**src/rtl/qvec_pkg.sv**
```systemverilog
// ---------------------------------------------------------------------------
// qvec_pkg
// Shared types and constants for the vector fixed-point add/subtract unit.
//   op_e      : per-beat operation select (OP_ADD = a+b, OP_SUB = a-b)
//   LANE_W    : default lane width in bits
//   lane_t    : one two's-complement lane at the default width
//   LANE_MAX  : most positive lane value, used as the positive clamp
//   LANE_MIN  : most negative lane value, used as the negative clamp
// ---------------------------------------------------------------------------
package qvec_pkg;

    typedef enum logic {
        OP_ADD = 1'b0,
        OP_SUB = 1'b1
    } op_e;

    localparam int LANE_W = 32;

    typedef logic [LANE_W-1:0] lane_t;

    localparam lane_t LANE_MAX = {1'b0, {(LANE_W-1){1'b1}}};
    localparam lane_t LANE_MIN = {1'b1, {(LANE_W-1){1'b0}}};

endpackage

```
**src/rtl/qvec_lane_addsub.sv**
```systemverilog
// ---------------------------------------------------------------------------
// qvec_lane_addsub
// One lane of the vector add/subtract unit. This block is purely combinational.
// It forms a+b or a-b in N+1 bits and flags two's-complement overflow.
// Configuration macro QVEC_ADDSUB_SAT_EN: when this macro is defined, an
// overflowing lane is clamped to the most positive or most negative value.
// When it is undefined, the result wraps modulo 2^N. In both builds the
// overflow flag is still raised.
// Ports:
//   a_i    in  N   operand A lane
//   b_i    in  N   operand B lane
//   op_i   in  1   OP_ADD / OP_SUB
//   c_o    out N   result lane
//   ovf_o  out 1   signed overflow for this lane
// ---------------------------------------------------------------------------
module qvec_lane_addsub
    import qvec_pkg::*;
#(
    parameter int N = LANE_W
) (
    input  logic [N-1:0] a_i,
    input  logic [N-1:0] b_i,
    input  op_e          op_i,
    output logic [N-1:0] c_o,
    output logic         ovf_o
);

`ifdef QVEC_ADDSUB_SAT_EN
    localparam logic [N-1:0] SAT_MAX = {1'b0, {(N-1){1'b1}}};
    localparam logic [N-1:0] SAT_MIN = {1'b1, {(N-1){1'b0}}};
`endif

    logic         carryIn;
    logic [N-1:0] bOperand;
    logic [N:0]   wideSum;

    // Subtraction is done as a + ~b + 1. Both operands are sign-extended to
    // N+1 bits, so wideSum holds the exact result. Overflow has occurred
    // when the extra top bit differs from the MSB of the N-bit result.
    // On overflow, wideSum[N] gives the true sign, which selects the clamp
    // direction.
    always_comb begin
        carryIn  = (op_i == OP_SUB);
        bOperand = carryIn ? ~b_i : b_i;
        wideSum  = {a_i[N-1], a_i} + {bOperand[N-1], bOperand} + {{N{1'b0}}, carryIn};
        ovf_o    = wideSum[N] ^ wideSum[N-1];
`ifdef QVEC_ADDSUB_SAT_EN
        if (ovf_o) begin
            c_o = wideSum[N] ? SAT_MIN : SAT_MAX;
        end else begin
            c_o = wideSum[N-1:0];
        end
`else
        c_o = wideSum[N-1:0];
`endif
    end

endmodule

```
**src/rtl/qvec_addsub_pipe.sv**
```systemverilog
// ---------------------------------------------------------------------------
// qvec_addsub_pipe
// Vector fixed-point add/subtract unit with RANK lanes of N-bit two's
// complement. It joins two operand streams and accepts one op per beat.
// The pipeline is LATENCY stages deep and supports full valid/ready
// backpressure. It also counts output beats that carry any overflow.
// Configuration macro QVEC_ADDSUB_SAT_EN: when defined, overflowing lanes
// clamp instead of wrapping. This is implemented in qvec_lane_addsub.
// Ports:
//   clk        in  1        clock
//   rst        in  1        synchronous, active-low reset
//   in_valid0  in  1        operand A valid
//   in_ready0  out 1        operand A ready
//   a          in  RANK*N   operand A lanes
//   in_valid1  in  1        operand B valid
//   in_ready1  out 1        operand B ready
//   b          in  RANK*N   operand B lanes
//   op         in  1        sampled with B: 0 = ADD, 1 = SUB
//   out_valid  out 1        result valid
//   out_ready  in  1        downstream ready
//   c          out RANK*N   result lanes
//   ovf        out RANK     per-lane overflow, aligned with c
//   ovf_count  out CNT_W    saturating count of delivered overflow beats
// ---------------------------------------------------------------------------
module qvec_addsub_pipe
    import qvec_pkg::*;
#(
    parameter int RANK    = 16,
    parameter int N       = 32,
    parameter int LATENCY = 2,
    parameter int CNT_W   = 16
) (
    input  logic                     clk,
    input  logic                     rst,
    input  logic                     in_valid0,
    output logic                     in_ready0,
    input  logic [RANK-1:0][N-1:0]   a,
    input  logic                     in_valid1,
    output logic                     in_ready1,
    input  logic [RANK-1:0][N-1:0]   b,
    input  logic                     op,
    output logic                     out_valid,
    input  logic                     out_ready,
    output logic [RANK-1:0][N-1:0]   c,
    output logic [RANK-1:0]          ovf,
    output logic [CNT_W-1:0]         ovf_count
);

    logic                   adv;
    logic                   accept;
    logic [RANK-1:0][N-1:0] laneSum;
    logic [RANK-1:0]        laneOvf;

    logic                   stageValid_q [LATENCY];
    logic [RANK-1:0][N-1:0] stageData_q  [LATENCY];
    logic [RANK-1:0]        stageOvf_q   [LATENCY];

    logic [CNT_W-1:0]       ovfCount_q;
    logic [CNT_W-1:0]       ovfCount_d;

    // The whole pipeline moves as one unit. It advances whenever the last
    // stage is empty or is being drained. A beat enters only when both
    // streams are presenting data. Each ready is gated by the other
    // stream's valid, so neither side is consumed alone.
    assign adv       = ~out_valid | out_ready;
    assign accept    = in_valid0 & in_valid1 & adv & rst;
    assign in_ready0 = adv & in_valid1 & rst;
    assign in_ready1 = adv & in_valid0 & rst;

    for (genvar g = 0; g < RANK; g++) begin : g_lane
        qvec_lane_addsub #(
            .N (N)
        ) u_lane (
            .a_i   (a[g]),
            .b_i   (b[g]),
            .op_i  (op_e'(op)),
            .c_o   (laneSum[g]),
            .ovf_o (laneOvf[g])
        );
    end

    // Stage 0 captures the arithmetic result. The later stages are a pure
    // delay line. Data is loaded even for bubbles because only the valid
    // bit carries meaning. When adv is low, every stage holds its value,
    // which keeps c/ovf stable while the consumer stalls.
    always_ff @(posedge clk) begin
        if (!rst) begin
            for (int k = 0; k < LATENCY; k++) begin
                stageValid_q[k] <= 1'b0;
                stageData_q[k]  <= '0;
                stageOvf_q[k]   <= '0;
            end
            ovfCount_q <= '0;
        end else begin
            ovfCount_q <= ovfCount_d;
            if (adv) begin
                stageValid_q[0] <= accept;
                stageData_q[0]  <= laneSum;
                stageOvf_q[0]   <= laneOvf;
                for (int k = 1; k < LATENCY; k++) begin
                    stageValid_q[k] <= stageValid_q[k-1];
                    stageData_q[k]  <= stageData_q[k-1];
                    stageOvf_q[k]   <= stageOvf_q[k-1];
                end
            end
        end
    end

    // A beat is counted only when it is actually handed downstream. The
    // counter saturates at all-ones so that a long run cannot make it
    // appear small again.
    always_comb begin
        ovfCount_d = ovfCount_q;
        if (out_valid && out_ready && (|ovf) && (ovfCount_q != {CNT_W{1'b1}})) begin
            ovfCount_d = ovfCount_q + 1'b1;
        end
    end

    assign out_valid = stageValid_q[LATENCY-1];
    assign c         = stageData_q[LATENCY-1];
    assign ovf       = stageOvf_q[LATENCY-1];
    assign ovf_count = ovfCount_q;

endmodule

```
**config.mk**
```make
export PLATFORM = sky130hd
export DESIGN_NAME = qvec_addsub_pipe
export DESIGN_NICKNAME = d
export VERILOG_FILES = /design/src/rtl/qvec_pkg.sv /design/src/rtl/qvec_lane_addsub.sv /design/src/rtl/qvec_addsub_pipe.sv
export SDC_FILE = /design/constraint.sdc
export NUM_CORES = 2
export LEC_CHECK = 0
export CAP_MARGIN = 20
export CORE_AREA = 5 5 618 620
export DETAILED_ROUTE_END_ITERATION = 16
export DIE_AREA = 0 0 623 625
export PLACE_DENSITY = 0.43
export SLEW_MARGIN = 20
export SYNTH_ARGS = -nofsm -noshare
export SYNTH_HDL_FRONTEND = slang
export SYNTH_HIERARCHICAL = 1
export SYNTH_SLANG_ARGS = --single-unit
```
**constraint.sdc**
```tcl
create_clock -name clk -period 36.6 [get_ports clk]
set_input_delay 3.66 -clock clk [delete_from_list [all_inputs] [get_ports clk]]
set_output_delay 3.66 -clock clk [all_outputs]
set_load 0.02 [all_outputs]
```
[After elaboration in Yosys (flattened, before gate mapping)]
Memory sizes are Yosys's and may differ from the RTL's.
Index checks and enable logic that the tools add are counted.
Storage, ports and cells
  input bits: 1030
  register bits after elaboration: 16
  memory bits (writable): 1058
  memories kept: 3
  word-level logic and storage cells: 115
  output and inout bits: 547
Operators by class
  bitwise gates (word level): 47
  mux-type cells: 26
  reductions and logical operators: 4
  add/subtract/negate cells: 33
  equal/unequal tests: 1
Memories
  stageData_q: depth 2, bits a word 512, rd ports 2, clocked after memory_dff 0, write ports 2, line qvec_addsub_pipe.sv:55  | logic [RANK-1:0][N-1:0] stageData_q [LATENCY];
  stageOvf_q: depth 2, bits a word 16, rd ports 2, clocked after memory_dff 0, write ports 2, line qvec_addsub_pipe.sv:56  | logic [RANK-1:0] stageOvf_q [LATENCY];
  stageValid_q: depth 2, bits a word 1, rd ports 2, clocked after memory_dff 0, write ports 2, line qvec_addsub_pipe.sv:54  | logic stageValid_q [LATENCY];
Operators with widths (number)
  two-way mux 512 bit: 2
  adder 32 x 32 -> 33 bit: 16
  adder 33 x 1 -> 33 bit: 16
  two-way mux 32 bit: 16
  inverter 32 bit: 16
  two-way mux 16 bit: 2
  adder 16 x 1 -> 16 bit, second input constant: 1
  inequality test 16 bit, second input constant: 1
  OR reduction 16 bit: 1
  bitwise XOR 1 bit: 16
  AND 1 bit: 7
  OR 1 bit: 7
  two-way mux 1 bit: 6
  logical AND 1 bit: 3
  inverter 1 bit: 1

[Depth between registers and ports, before layout]
  depth after elaboration: 6
  mapped depth: 14

[By module]
The synthesis kept the hierarchy.
Modules (own cells, without submodules)
  qvec_addsub_pipe: sequential area each 32090.8 µm², area each 43754.5 µm², times used 1, cells each 2873
  qvec_lane_addsub (g_lane[1].u_lane ...): sequential area each 0.0 µm², area each 2193.4 µm², times used 9, cells each 310
  qvec_lane_addsub (g_lane[12].u_lane ...): sequential area each 0.0 µm², area each 2148.3 µm², times used 4, cells each 300
  qvec_lane_addsub (g_lane[0].u_lane ...): sequential area each 0.0 µm², area each 1978.1 µm², times used 2, cells each 279
  qvec_lane_addsub (g_lane[11].u_lane): sequential area each 0.0 µm², area each 1995.7 µm², times used 1, cells each 280

[Worst setup path before layout]
Ideal clock, no wire load.
  kind: in2reg
  start point: input port rst
  end point: memory stageData_q[0][0] in the netlist's numbering, enable pin
  path buffers: 2
  slack: -0.635 ns
  stages on the path: 3
  setup time: 9.846 ns
  arrival time: 27.388 ns
  cells stage by stage: clkbuf_1 clkbuf_1 nand3_1
RTL lines
  from (decl): line qvec_addsub_pipe.sv:34  | input logic rst,
  to (decl): line qvec_addsub_pipe.sv:55

==> results_dict.tcl <==
set metrics [dict create \
    status "completed" \
    period_share 0.2674 \
    synth-async-reset-ratio 0 \
    syn_nets 9244 \
    clkLatencyLatePin_ps 850 \
    place_ws_ps 25930 \
    drv_slew 0 \
    synth_area_sq_mm 0.07804 \
    setup_slack_ps 26810 \
    yosys_warnings 6 \
    fin_util 0.2682 \
    cts_buffer_depth 4 \
    powerDensity_mw_per_mm2 48.03 \
    fin_skew_ps 69.55 \
    cts_resized 0 \
    cts_sinks 1074 \
    synth.area.top_cells "edfxtp_1 41%, and2_1 8.8%, ha_1 8.0%, xor2_1 7.6%, buf_4 5.1%" \
    min_period_ps 9787 \
    yosysTopAreaCell "edfxtp_1" \
    relSlewSlack 0.3143 \
    ys.flop_type "edfxtp_1" \
    fin_setup_tns_ps 0 \
    die_w_um 623 \
    fp.coreArea_sq_mm 0.3750 \
    cts_root_buffer "clkbuf_16" \
    startpoint_type "input port" \
    power_switching_mw 1.650 \
    n_fill_cell 39606 \
    drive_above_1_share 0.04644 \
    crit_fanout 80 \
    path_class "input port to flop" \
    cts_hold_buf 0 \
    min_path_type "flop to flop" \
    p_sw_frac 0.3415 \
    r2r_slack_ps 31890 \
    hold_viol 0 \
    total_power_mw 4.831 \
    drt_iter0_drc 3931 \
    multi_input_area_sq_mm 0.04018 \
    place_congestion 0.9188 \
    arrival_ps 10380 \
    wl_um 368300 \
    required_ps 37190 \
    cts_buffers 155 \
    grt_usage 0.1796 \
    floorplan.die_area_sq_mm 0.3894 \
    cts_tree "built" \
    ir_drop_v 0.00002879 \
    drc 0 \
    die_h_um 625 \
    dp_cells 13483 \
    design_area_sq_mm 0.1006 \
    seqCellArea_sq_mm 0.03209 \
    final_cells 13828 \
    clkTransAtPathRegs_ps 60 \
    synth-seq-cells 1074 \
    io_pins 1577 \
    whs_ps 488.4 \
    setup_viol 0 \
    grt-ovfl-total 0 \
    seqPwrFrac 0.347 \
    hpwl_um 304800 \
    cp-startpoint "op" \
    grt_pass1_vias 63000 \
    hold_path_startpoint "stageData_q[0][444]" \
    nets 10189 \
    rows 225 \
    syn_avg_cell_area_sq_um 10.13 \
    portBuffers 1576 \
    post_dp_cell_area_sq_mm 0.09530 \
    ant_nets 0 \
    synth_cells 7701 \
    p_clk_frac 0.323 \
    synth_enable_flop_cells 1058 \
    grt_max_degree 176 \
    post_cts_buffers 0 \
    intPower_mw 3.182 \
    first_pass_iters 5 \
    wl_per_cell_um 26.63 \
    rsz0062_at_grt "no" \
    viasPerCell 4.462 \
    tightest_slew_ps 1028 \
    synth_seq_area_share 0.4112 \
    synth_top_area_frac 0.4071 \
    max_freq_mhz 102.2 \
    end_kind "flop" \
    grt_pass1_wl_um 504000 \
    max_cap_violations 0 \
    antenna_found_initial 205 \
    via_count 61695 \
    power.leakage_nw 39.85 \
    pwr-share-comb 0.331 \
    htree_levels 4 \
    synth.distinct_cells 83 \
    area_growth_pct 28.88 \
    reg2reg_from "stageValid_q[0][1]" \
    initial_core_util 0.2081 \
]
## cells in the mapped netlist (16+ instances only)
| cell type | count |
|---|---|
| o31ai_1 | 40 |
| o21bai_1 | 90 |
| and3_1 | 40 |
| o21ai_1 | 17 |
| a211oi_1 | 66 |
| o21a_1 | 53 |
| o41ai_1 | 16 |
| nor2_1 | 344 |
| o211ai_1 | 55 |
| or4_1 | 22 |
| nor3_1 | 99 |
| edfxtp_1 | 1058 |
| a31o_2 | 19 |
| mux2i_1 | 16 |
| buf_4 | 532 |
| nor2b_1 | 17 |
| nand2_1 | 396 |
| xor2_1 | 678 |
| a21oi_1 | 550 |
| buf_2 | 29 |
| and2_1 | 1094 |
| a21boi_0 | 18 |
| o221ai_1 | 17 |
| nand4_1 | 62 |
| clkbuf_1 | 235 |
| buf_1 | 27 |
| a221oi_2 | 16 |
| or3_1 | 25 |
| fa_1 | 16 |
| inv_1 | 173 |
| a21o_1 | 246 |
| o21ai_0 | 274 |
| a31oi_1 | 51 |
| nor4_1 | 31 |
| nand2b_1 | 25 |
| dfxtp_1 | 16 |
| nand3_1 | 143 |
| xnor2_1 | 295 |
| ha_1 | 497 |
| a211o_1 | 22 |
## final timing paths
kind	end	cells past startpoint
worst min register to register	stageData_q[0][956]	1
worst max register to register	stageData_q[0][330]	5
worst min-delay path	stageData_q[0][956]	1
worst max-delay path	stageOvf_q[0][2]	17
## flip-flops by register name, indices dropped and copies added (netlist names)
signal        count
stageData_q    1024
ovf_count        16
stageOvf_q       32
stageValid_q      2
## metal layers
layer	vias to the layer above	global-route usage	share of wire
met5	-	0	0.00090
met4	52	0.06408	0.036
met3	583	0.03731	0.055
met2	1951	0.3240	0.51
met1	30181	0.2093	0.40
li1	28928	-	-
## layout make-up
type	instances	area share
diodes	70	0.001742
inverters	173	0.006456
clock buffers	192	0.04045
multi-input cells	5627	0.3995
clock inverters	83	0.01028
flip-flops and latches	1074	0.3191
repair buffers	1615	0.1604
well taps	4994	0.06213
## worst max-delay path: stages
cell and delay, ps:
buf_8 540, buf_4 580, buf_4 680, buf_4 740
buf_4 530, buf_4 630, xor2_1 290, inv_1 80
fa_1 440, nor2b_4 140, o31a_1 210, o211ai_1 140
a21oi_1 620, a31oi_1 270, a21oi_1 320, xnor2_1 90
and2_1 140
## power by group through the flow
stage	registers, mW	logic [mW]	clock network (mW)
5_1_grt	1.69	1.73	1.66
4_1_cts	1.68	1.61	1.62
3_3_place_gp	1.71	1.61	0
2_1_floorplan	1.65	1.05	0
3_5_place_dp	1.71	1.60	0
6_report	1.68	1.60	1.56
## cells in the final DEF, fill, tap and decap left out, types with 90 or more instances in the layout
| cell | instances |
|---|---|
| clkdlybuf4s50_1 | 1575 |
| and2_1 | 1094 |
| edfxtp_1 | 1058 |
| xor2_1 | 678 |
| a21oi_1 | 550 |
| ha_1 | 497 |
| nand2_1 | 396 |
| nor2_1 | 344 |
| xnor2_1 | 295 |
| o21ai_0 | 274 |
| a21o_1 | 246 |
| inv_1 | 173 |
| clkbuf_16 | 156 |
| nand3_1 | 142 |
| nor3_1 | 99 |
| o21bai_1 | 90 |
## cell families after synthesis
logic type	Yosys count	share of synthesized area
mux	23	0.003639
fa+ha+maj	513	0.08379
flops	1074	0.4112
xor+xnor	973	0.1092
buf+inv	1000	0.07422
compound gates	1738	0.1516
simple gates	2380	0.1663
No activity file was read; power rests on OpenSTA's default activity.
